===== config.mk =====
export PLATFORM = sky130hd
export DESIGN_NAME = m6809_bus_arbiter
export DESIGN_NICKNAME = d
export VERILOG_FILES = /design/src/rtl/m6809_bus_arbiter.sv
export SDC_FILE = /design/constraint.sdc
export NUM_CORES = 1
export LEC_CHECK = 0
export CAP_MARGIN = 10
export CORE_MARGIN = 5
export CORE_UTILIZATION = 40
export DETAILED_ROUTE_END_ITERATION = 16
export PLACE_DENSITY = 0.76
export REMOVE_ABC_BUFFERS = 1
export SYNTH_ARGS = -nofsm -noshare
export SYNTH_HDL_FRONTEND = slang
export SYNTH_SLANG_ARGS = --single-unit
export TNS_END_PERCENT = 20

===== constraint.sdc =====
create_clock -name clk -period 3.62 [get_ports clk]
set_input_delay 0.724 -clock clk [delete_from_list [all_inputs] [get_ports clk]]
set_output_delay 0.724 -clock clk [all_outputs]
set_load 0.005 [all_outputs]

===== src/rtl/m6809_bus_arbiter.sv =====
// m6809_bus_arbiter: single-port memory bus controller for the 6809 SoC.
// Arbitrates the shared bus between the CPU core and a DMA/debug requester
// (round-robin on ties), decodes the granted address into RAM/IO/ROM/unmapped,
// inserts per-region wait states and returns read data with a one-cycle ack.
// Region selects and the write enable cover exactly the ACCESS cycles; the
// DONE cycle only carries the ack (and bus_err) back to the winner.
module m6809_bus_arbiter #(
  parameter int unsigned ROM_WAIT = 0,
  parameter int unsigned RAM_WAIT = 0,
  parameter int unsigned IO_WAIT  = 2
) (
  input  logic        clk,
  input  logic        reset_b,
  // CPU core port
  input  logic        core_req,
  input  logic [15:0] core_addr,
  input  logic        core_rw_n,
  input  logic [7:0]  core_wdata,
  output logic        core_ack,
  output logic [7:0]  core_rdata,
  // DMA / debug port
  input  logic        dma_req,
  input  logic [15:0] dma_addr,
  input  logic        dma_rw_n,
  input  logic [7:0]  dma_wdata,
  output logic        dma_ack,
  output logic [7:0]  dma_rdata,
  // Memory side
  output logic [15:0] mem_addr,
  output logic [7:0]  mem_wdata,
  output logic        mem_we,
  output logic        mem_sel_rom,
  output logic        mem_sel_ram,
  output logic        mem_sel_io,
  input  logic [7:0]  mem_rdata_rom,
  input  logic [7:0]  mem_rdata_ram,
  input  logic [7:0]  mem_rdata_io,
  output logic        bus_err
);

  localparam logic [2:0] ROM_W = 3'(ROM_WAIT);
  localparam logic [2:0] RAM_W = 3'(RAM_WAIT);
  localparam logic [2:0] IO_W  = 3'(IO_WAIT);

  typedef enum logic [1:0] {
    S_IDLE   = 2'd0,
    S_ACCESS = 2'd1,
    S_DONE   = 2'd2
  } state_t;

  typedef enum logic [1:0] {
    R_RAM   = 2'd0,
    R_IO    = 2'd1,
    R_ROM   = 2'd2,
    R_UNMAP = 2'd3
  } region_t;

  // Memory map: RAM 0000-7FFF, unmapped 8000-DFFF, IO E000-EFFF, ROM F000-FFFF.
  function automatic region_t decode_region(input logic [15:0] a);
    region_t r;
    if (!a[15])                 r = R_RAM;
    else if (a[15:12] == 4'hF)  r = R_ROM;
    else if (a[15:12] == 4'hE)  r = R_IO;
    else                        r = R_UNMAP;
    return r;
  endfunction

  // Unmapped accesses complete without extra wait states.
  function automatic logic [2:0] region_wait(input region_t r);
    logic [2:0] w;
    case (r)
      R_ROM:   w = ROM_W;
      R_RAM:   w = RAM_W;
      R_IO:    w = IO_W;
      default: w = 3'd0;
    endcase
    return w;
  endfunction

  state_t      state_q;
  region_t     region_q;
  logic        grant_dma_q;
  logic        last_grant_dma_q;
  logic        rw_n_q;
  logic [2:0]  wait_q;
  logic [15:0] mem_addr_q;
  logic [7:0]  mem_wdata_q;
  logic        mem_we_q;
  logic        sel_rom_q;
  logic        sel_ram_q;
  logic        sel_io_q;
  logic        core_ack_q;
  logic        dma_ack_q;
  logic [7:0]  core_rdata_q;
  logic [7:0]  dma_rdata_q;
  logic        bus_err_q;

  logic        grant_dma_d;
  logic [15:0] addr_d;
  logic        rw_n_d;
  logic [7:0]  wdata_d;
  region_t     region_d;
  logic [7:0]  rdata_d;

  // Arbitration and request mux: a tie goes to whoever did not win last time.
  always_comb begin
    grant_dma_d = 1'b0;
    if (dma_req && !core_req) begin
      grant_dma_d = 1'b1;
    end else if (dma_req && core_req) begin
      grant_dma_d = last_grant_dma_q ? 1'b0 : 1'b1;
    end
    addr_d   = grant_dma_d ? dma_addr  : core_addr;
    rw_n_d   = grant_dma_d ? dma_rw_n  : core_rw_n;
    wdata_d  = grant_dma_d ? dma_wdata : core_wdata;
    region_d = decode_region(addr_d);
  end

  // Read-data mux for the region being accessed; unmapped space reads as FF.
  always_comb begin
    rdata_d = 8'hFF;
    case (region_q)
      R_ROM:   rdata_d = mem_rdata_rom;
      R_RAM:   rdata_d = mem_rdata_ram;
      R_IO:    rdata_d = mem_rdata_io;
      default: rdata_d = 8'hFF;
    endcase
  end

  // Bus FSM: IDLE grants, ACCESS counts wait states, DONE carries the ack.
  always_ff @(posedge clk or negedge reset_b) begin
    if (!reset_b) begin
      state_q          <= S_IDLE;
      region_q         <= R_RAM;
      grant_dma_q      <= 1'b0;
      last_grant_dma_q <= 1'b1;
      rw_n_q           <= 1'b1;
      wait_q           <= 3'd0;
      mem_addr_q       <= 16'h0000;
      mem_wdata_q      <= 8'h00;
      mem_we_q         <= 1'b0;
      sel_rom_q        <= 1'b0;
      sel_ram_q        <= 1'b0;
      sel_io_q         <= 1'b0;
      core_ack_q       <= 1'b0;
      dma_ack_q        <= 1'b0;
      core_rdata_q     <= 8'h00;
      dma_rdata_q      <= 8'h00;
      bus_err_q        <= 1'b0;
    end else begin
      // Ack and bus_err are single-cycle pulses.
      core_ack_q <= 1'b0;
      dma_ack_q  <= 1'b0;
      bus_err_q  <= 1'b0;
      case (state_q)
        S_IDLE: begin
          if (core_req || dma_req) begin
            grant_dma_q      <= grant_dma_d;
            last_grant_dma_q <= grant_dma_d;
            mem_addr_q       <= addr_d;
            mem_wdata_q      <= wdata_d;
            rw_n_q           <= rw_n_d;
            region_q         <= region_d;
            sel_rom_q        <= (region_d == R_ROM);
            sel_ram_q        <= (region_d == R_RAM);
            sel_io_q         <= (region_d == R_IO);
            mem_we_q         <= !rw_n_d && ((region_d == R_RAM) || (region_d == R_IO));
            wait_q           <= region_wait(region_d);
            state_q          <= S_ACCESS;
          end
        end
        S_ACCESS: begin
          if (wait_q != 3'd0) begin
            wait_q <= wait_q - 3'd1;
          end else begin
            if (grant_dma_q) begin
              dma_rdata_q <= rdata_d;
              dma_ack_q   <= 1'b1;
            end else begin
              core_rdata_q <= rdata_d;
              core_ack_q   <= 1'b1;
            end
            bus_err_q <= (region_q == R_UNMAP) || ((region_q == R_ROM) && !rw_n_q);
            sel_rom_q <= 1'b0;
            sel_ram_q <= 1'b0;
            sel_io_q  <= 1'b0;
            mem_we_q  <= 1'b0;
            state_q   <= S_DONE;
          end
        end
        S_DONE: begin
          state_q <= S_IDLE;
        end
        default: begin
          state_q <= S_IDLE;
        end
      endcase
    end
  end

  assign core_ack    = core_ack_q;
  assign core_rdata  = core_rdata_q;
  assign dma_ack     = dma_ack_q;
  assign dma_rdata   = dma_rdata_q;
  assign mem_addr    = mem_addr_q;
  assign mem_wdata   = mem_wdata_q;
  assign mem_we      = mem_we_q;
  assign mem_sel_rom = sel_rom_q;
  assign mem_sel_ram = sel_ram_q;
  assign mem_sel_io  = sel_io_q;
  assign bus_err     = bus_err_q;

endmodule


== Word-level counts from Yosys, hierarchy flattened ==
Index checks and enable logic that the tools add are counted.

* $add $sub $neg: 1
* Equal/unequal tests: 11
* Reduce and logical (&&, ||, !) cells: 21
* Bitwise logic cells: 2
* Multiplexer cells: 34

{| class="wikitable"
|+ Operators by type and width
! cell !! count
|-
| $pmux 8 s3 || 1
|-
| $mux 1 || 17
|-
| $mux 16 || 1
|-
| $mux 2 || 6
|-
| $reduce_and 3->1 || 4
|-
| $eq 4x4->1 const B || 2
|-
| $mux 8 || 1
|-
| $pmux 1 s2 || 4
|-
| $eq 2x1->1 const B || 3
|-
| $eq 2x2->1 const B || 3
|-
| $logic_not 2->1 || 3
|-
| $mux 3 || 2
|-
| $ne 2x2->1 const B || 3
|-
| $pmux 3 s2 || 1
|-
| $logic_and 1x1->1 || 4
|-
| $pmux 2 s2 || 1
|-
| $reduce_and 2->1 || 2
|-
| $logic_not 1->1 || 3
|-
| $logic_or 1x1->1 || 3
|-
| $reduce_bool 3->1 || 1
|-
| $sub 3x1->3 const B || 1
|-
| $not 1->1 || 2
|-
| $reduce_bool 2->1 || 1
|}

* Bits of input ports: 78
* Bits in registers: 57
* Output and inout port bits: 47

== Longest topological paths before layout ==
* Word-level depth: 13
* Depth in mapped cells: 7
* Mapped depth without buffers: 6

== Worst setup path after synthesis ==
OpenSTA, ideal clock, no wires.

* Path kind: input to register
* Start: input dma_req
* End: register region_q[1]
* Library setup time: 0.125 ns
* Slack: 1.849 ns
* Required time: 3.495 ns
* Path buffers: 1
* Data arrival time: 1.646 ns
* Cell stages on the path: 5
* Path through: a21boi_4 -> buf_6 -> mux2i_2 -> nor2_2 -> mux2_4

* Longest elaborated chain between the ends: 8
* Elaborated cells between the ends (all ways): 12
* Those cells by class: eq/ne: 2; mux: 6; reduce/logical: 4

{| class="wikitable"
|+ Ends and longest elaborated chain
! item !! line !! source
|-
| start, declared || 22 || <nowiki>input logic dma_req,</nowiki>
|-
| $logic_and 1x1->1 || 110 || <nowiki>end else if (dma_req && core_req) begin</nowiki>
|-
| $mux 1 || 110 ||
|-
| $mux 1 || 108 || <nowiki>if (dma_req && !core_req) begin</nowiki>
|-
| $mux 16 || 113 || <nowiki>addr_d = grant_dma_d ? dma_addr : core_addr;</nowiki>
|-
| $eq 4x4->1 || 63 || <nowiki>else if (a[15:12] == 4'hE) r = R_IO;</nowiki>
|-
| $mux 2 || 63 ||
|-
| $mux 2 || 62 || <nowiki>else if (a[15:12] == 4'hF) r = R_ROM;</nowiki>
|-
| $mux 2 || 61 || <nowiki>if (!a[15]) r = R_RAM;</nowiki>
|-
| end signal, assigned || 163 || <nowiki>region_q <= region_d;</nowiki>
|-
| end, declared || 81 || <nowiki>region_t region_q;</nowiki>
|}

Several ways; a longest one is shown, not always the timed one.
A chain may end at the register's enable or synchronous reset.

== Worst setup path after layout ==
Same ends and word-level chain as after synthesis.

==> key figures <==
Route
  – DRT iter0 DRCs: 59
  – Vias: 2197
  – Vias per cell: 4.97
  – Drt wl/cell: 15.3 um
  – ANT nets after route: 0
  – DRT Pass-1 Iters: 4
  – Final WL: 6780 um
  – DRC: 0

Final layout
  – Final core utilization: 64.2%
  – # nets final: 440
  – Layout cells sized above 1: 11.0%
  – Design area: 0.00410 mm^2
  – Area Overhead vs Synth: 55.9%
  – Finished Layout Cells: 442
  – ANT cells: 0

CTS
  – CTS Hold Bufs: 0
  – CTS tree: yes
  – Clk root buf: clkbuf_8
  – Clock Tree Buf Depth: 2
  – Clk_lat worst skew: 0.33 ns
  – H-tree depth: 3
  – TritonCTS Buffers: 9
  – Post-CTS Setup Inserts: 0
  – Clk sinks: 57
  – Clock transition at path regs: 0.06 ns
  – Post-CTS sizing: 0

Run status
  – Outcome: complete, no violations

Die
  – DIE WIDTH: 91.1 um
  – Die area: 0.00829 mm^2
  – Core area: 0.00639 mm^2
  – Die height: 91.1 um
  – Initial Util: 41.2%
  – Boundary Pins: 125
  – Std cell rows: 29

Placement
  – Hpwl dp: 5280 um
  – Placed instance count: 426
  – PortBufs: 124
  – Cell area after placement: 0.00392 mm^2
  – Final estimated routing congestion in global placement: 0.742

Power
  – Max VDD drop: 0.000416 V
  – P_leak: 0.00175 uW
  – Power per cell area: 768 mW/mm^2
  – Final Total Pwr: 3150 uW

Global route
  – Grt total ovfl: 0
  – First-pass GRT wire length: 11300 um
  – Initial antenna violation count: 0
  – Total Routing Usage GR: 17.1%
  – Vias in the first global route: 2296
  – Largest net degree at the start of global routing: 37

STA
  – Hold Vio Cnt, Final: 0
  – RSZ-0062 raised after global routing: false
  – Final TNS setup: 0 ns
  – FMAX: 0.419 GHz
  – Max transition margin: 46.3%
  – Worst-case clock skew: 0.00297 ns
  – Final slew viol count: 0
  – Ratio of final minimum period to clock period: 65.9%
  – Minimum period implied by the final worst setup slack: 2.39 ns
  – Final setup violating endpoints: 0
  – Slew @ Worst Pin: 0.805 ns

Logic synthesis
  – FFs w/ async S/R, synth: 100%
  – Avg Inst Size Synth: 11.2 um^2
  – Mapped cell area: 0.00263 mm^2
  – Multiplexer area fraction after synthesis: 17.4%
  – Synth Area in Simple Gates: 9.85%
  – Distinct cell type count after synthesis: 37
  – Largest family of logic cells by synthesized area: multiplexers
  – Post-synthesis compound-gate area fraction: 13.8%
  – Synth Instances: 235
  – Ys Warns: 0
  – Post-Synth XOR/XNOR Area: 0%
  – Commonest register cell after synthesis: dfrtp_1
  – Post-synth EDFFs: 0
  – Yosys reg bits: 57
  – Sequential fraction of the synthesis area: 54.4%
  – Post-synthesis adder-cell area fraction: 0.952%

Worst setup path
  – Critical path, cell by cell: clkdlybuf4s50_1 > a21boi_4 > buf_4 > mux2i_2 > nor2_2 > mux2_4
  – Required @ worst endpoint: 3.84 ns
  – Max incr delay on CP: 0.59 ns
  – CP Launch Type: input pin
  – Crit end category: register
  – Setup CP Type: input pin to register
  – CP max FO: 14
  – Critical path's slowest cell: clkdlybuf4s50_1
  – Worst path arrival time: 2.60 ns

Run
  – Max_cap viols: 0

Worst hold path
  – Hold Crit Class: input pin to asynchronous set/reset pin
[cell usage after synthesis (3+ instances only)]
library cell | count | area share (%)
dfrtp_1 | 55 | 52
o21ai_1 | 36 | 6.9
nor2_1 | 3 | 0.43
mux2i_1 | 26 | 9.9
o22ai_1 | 5 | 1.2
mux2_2 | 8 | 3.4
buf_6 | 3 | 1.3
buf_2 | 5 | 0.95
a21oi_1 | 3 | 0.57
nand3b_1 | 3 | 0.86
nand2_1 | 37 | 5.3
clkbuf_1 | 5 | 0.71
mux2_1 | 7 | 3.0
o22a_1 | 3 | 1.0
nand2b_1 | 4 | 0.95
[cells in the final DEF, fill, tap and decap left out, types with 2 or more instances in the layout]
master	count
buf_4	4
dfrtp_1	55
mux2_2	8
ha_1	2
a21oi_1	3
a32o_1	2
o21ai_1	36
o22a_1	3
mux2i_1	26
o21a_1	2
a31oi_1	2
nor2_2	2
dfstp_2	2
mux2_1	7
nand2_1	37
or3_1	2
clkbuf_8	11
clkinv_2	3
clkdlybuf4s50_1	123
inv_1	2
o22ai_1	5
clkinvlp_4	2
inv_2	2
nand2b_1	4
nand3b_1	3
nor2_1	3
a22o_1	2
[final timing paths]
kind,slack [ns],from,cells after the start,endpoint
worst max-delay path,1.23,dma_req,6,region_q[1]
min in group clk,0.49,mem_wdata[5],2,mem_wdata[5]
max in group asynchronous,2.30,reset_b,2,rw_n_q
worst min register to register,0.49,mem_wdata[5],2,mem_wdata[5]
worst min-delay path,0.48,reset_b,1,dma_ack
worst max register to register,1.79,wait_q[0],5,core_rdata[1]
[area by class of cell]
class / instances / area [um^2]
Clock buffer: 11 / 151
Clock inverter: 5 / 30.0
Fill cell: 524 / 2290
Inverter: 4 / 15.0
Multi-Input combinational cell: 160 / 1110
Sequential cell: 57 / 1430
Tap cell: 77 / 96.3
Timing Repair Buffer: 128 / 1270
[layer usage]
| layer | track usage (%) | up-vias | wire length [um] |
|---|---|---|---|
| li1 | - | 1077 | - |
| met1 | 20.5 | 1010 | 2850 |
| met2 | 26.9 | 102 | 3090 |
| met3 | 9.34 | 8 | 757 |
| met4 | 4.52 | 0 | 79 |
| met5 | 0 | - | 0 |
[flip-flops by register name (all words and copies together), names as in the netlist, 2 cells and up]
register,count
state_q,2
core_rdata,8
mem_addr,16
mem_wdata,8
wait_q,3
dma_rdata,8
region_q,2
[metrics by stage]
stage | hold slack [ns] | setup slack [ns]
after global placement | 0.467 | 0.982
final | 0.478 | 1.23
after CTS | 0.489 | 1.27
after global routing | 0.501 | 1.14
after detailed placement | 0.475 | 0.901
after floorplan | 0.428 | 1.28
[worst max-delay path, delay by kind of cell]
family / cells / cell delay, ns
buf+inv: 2 / 0.89
compound gates: 1 / 0.33
simple gates: 1 / 0.06
mux: 2 / 0.59
[report_power, final]
group,switching [uW],internal [uW]
combinational,627,838
sequential,198,954
clock,251,281
total,1080,2070
[kinds of logic after synthesis]
group	Yosys count
AO/OA/AOI/OAI	59
adder cells (fa/ha/maj)	2
buffers and inverters	18
flip-flops	57
multiplexers	43
AND/OR/NAND/NOR	56
Note: power is estimated with default switching activity, not from simulation.
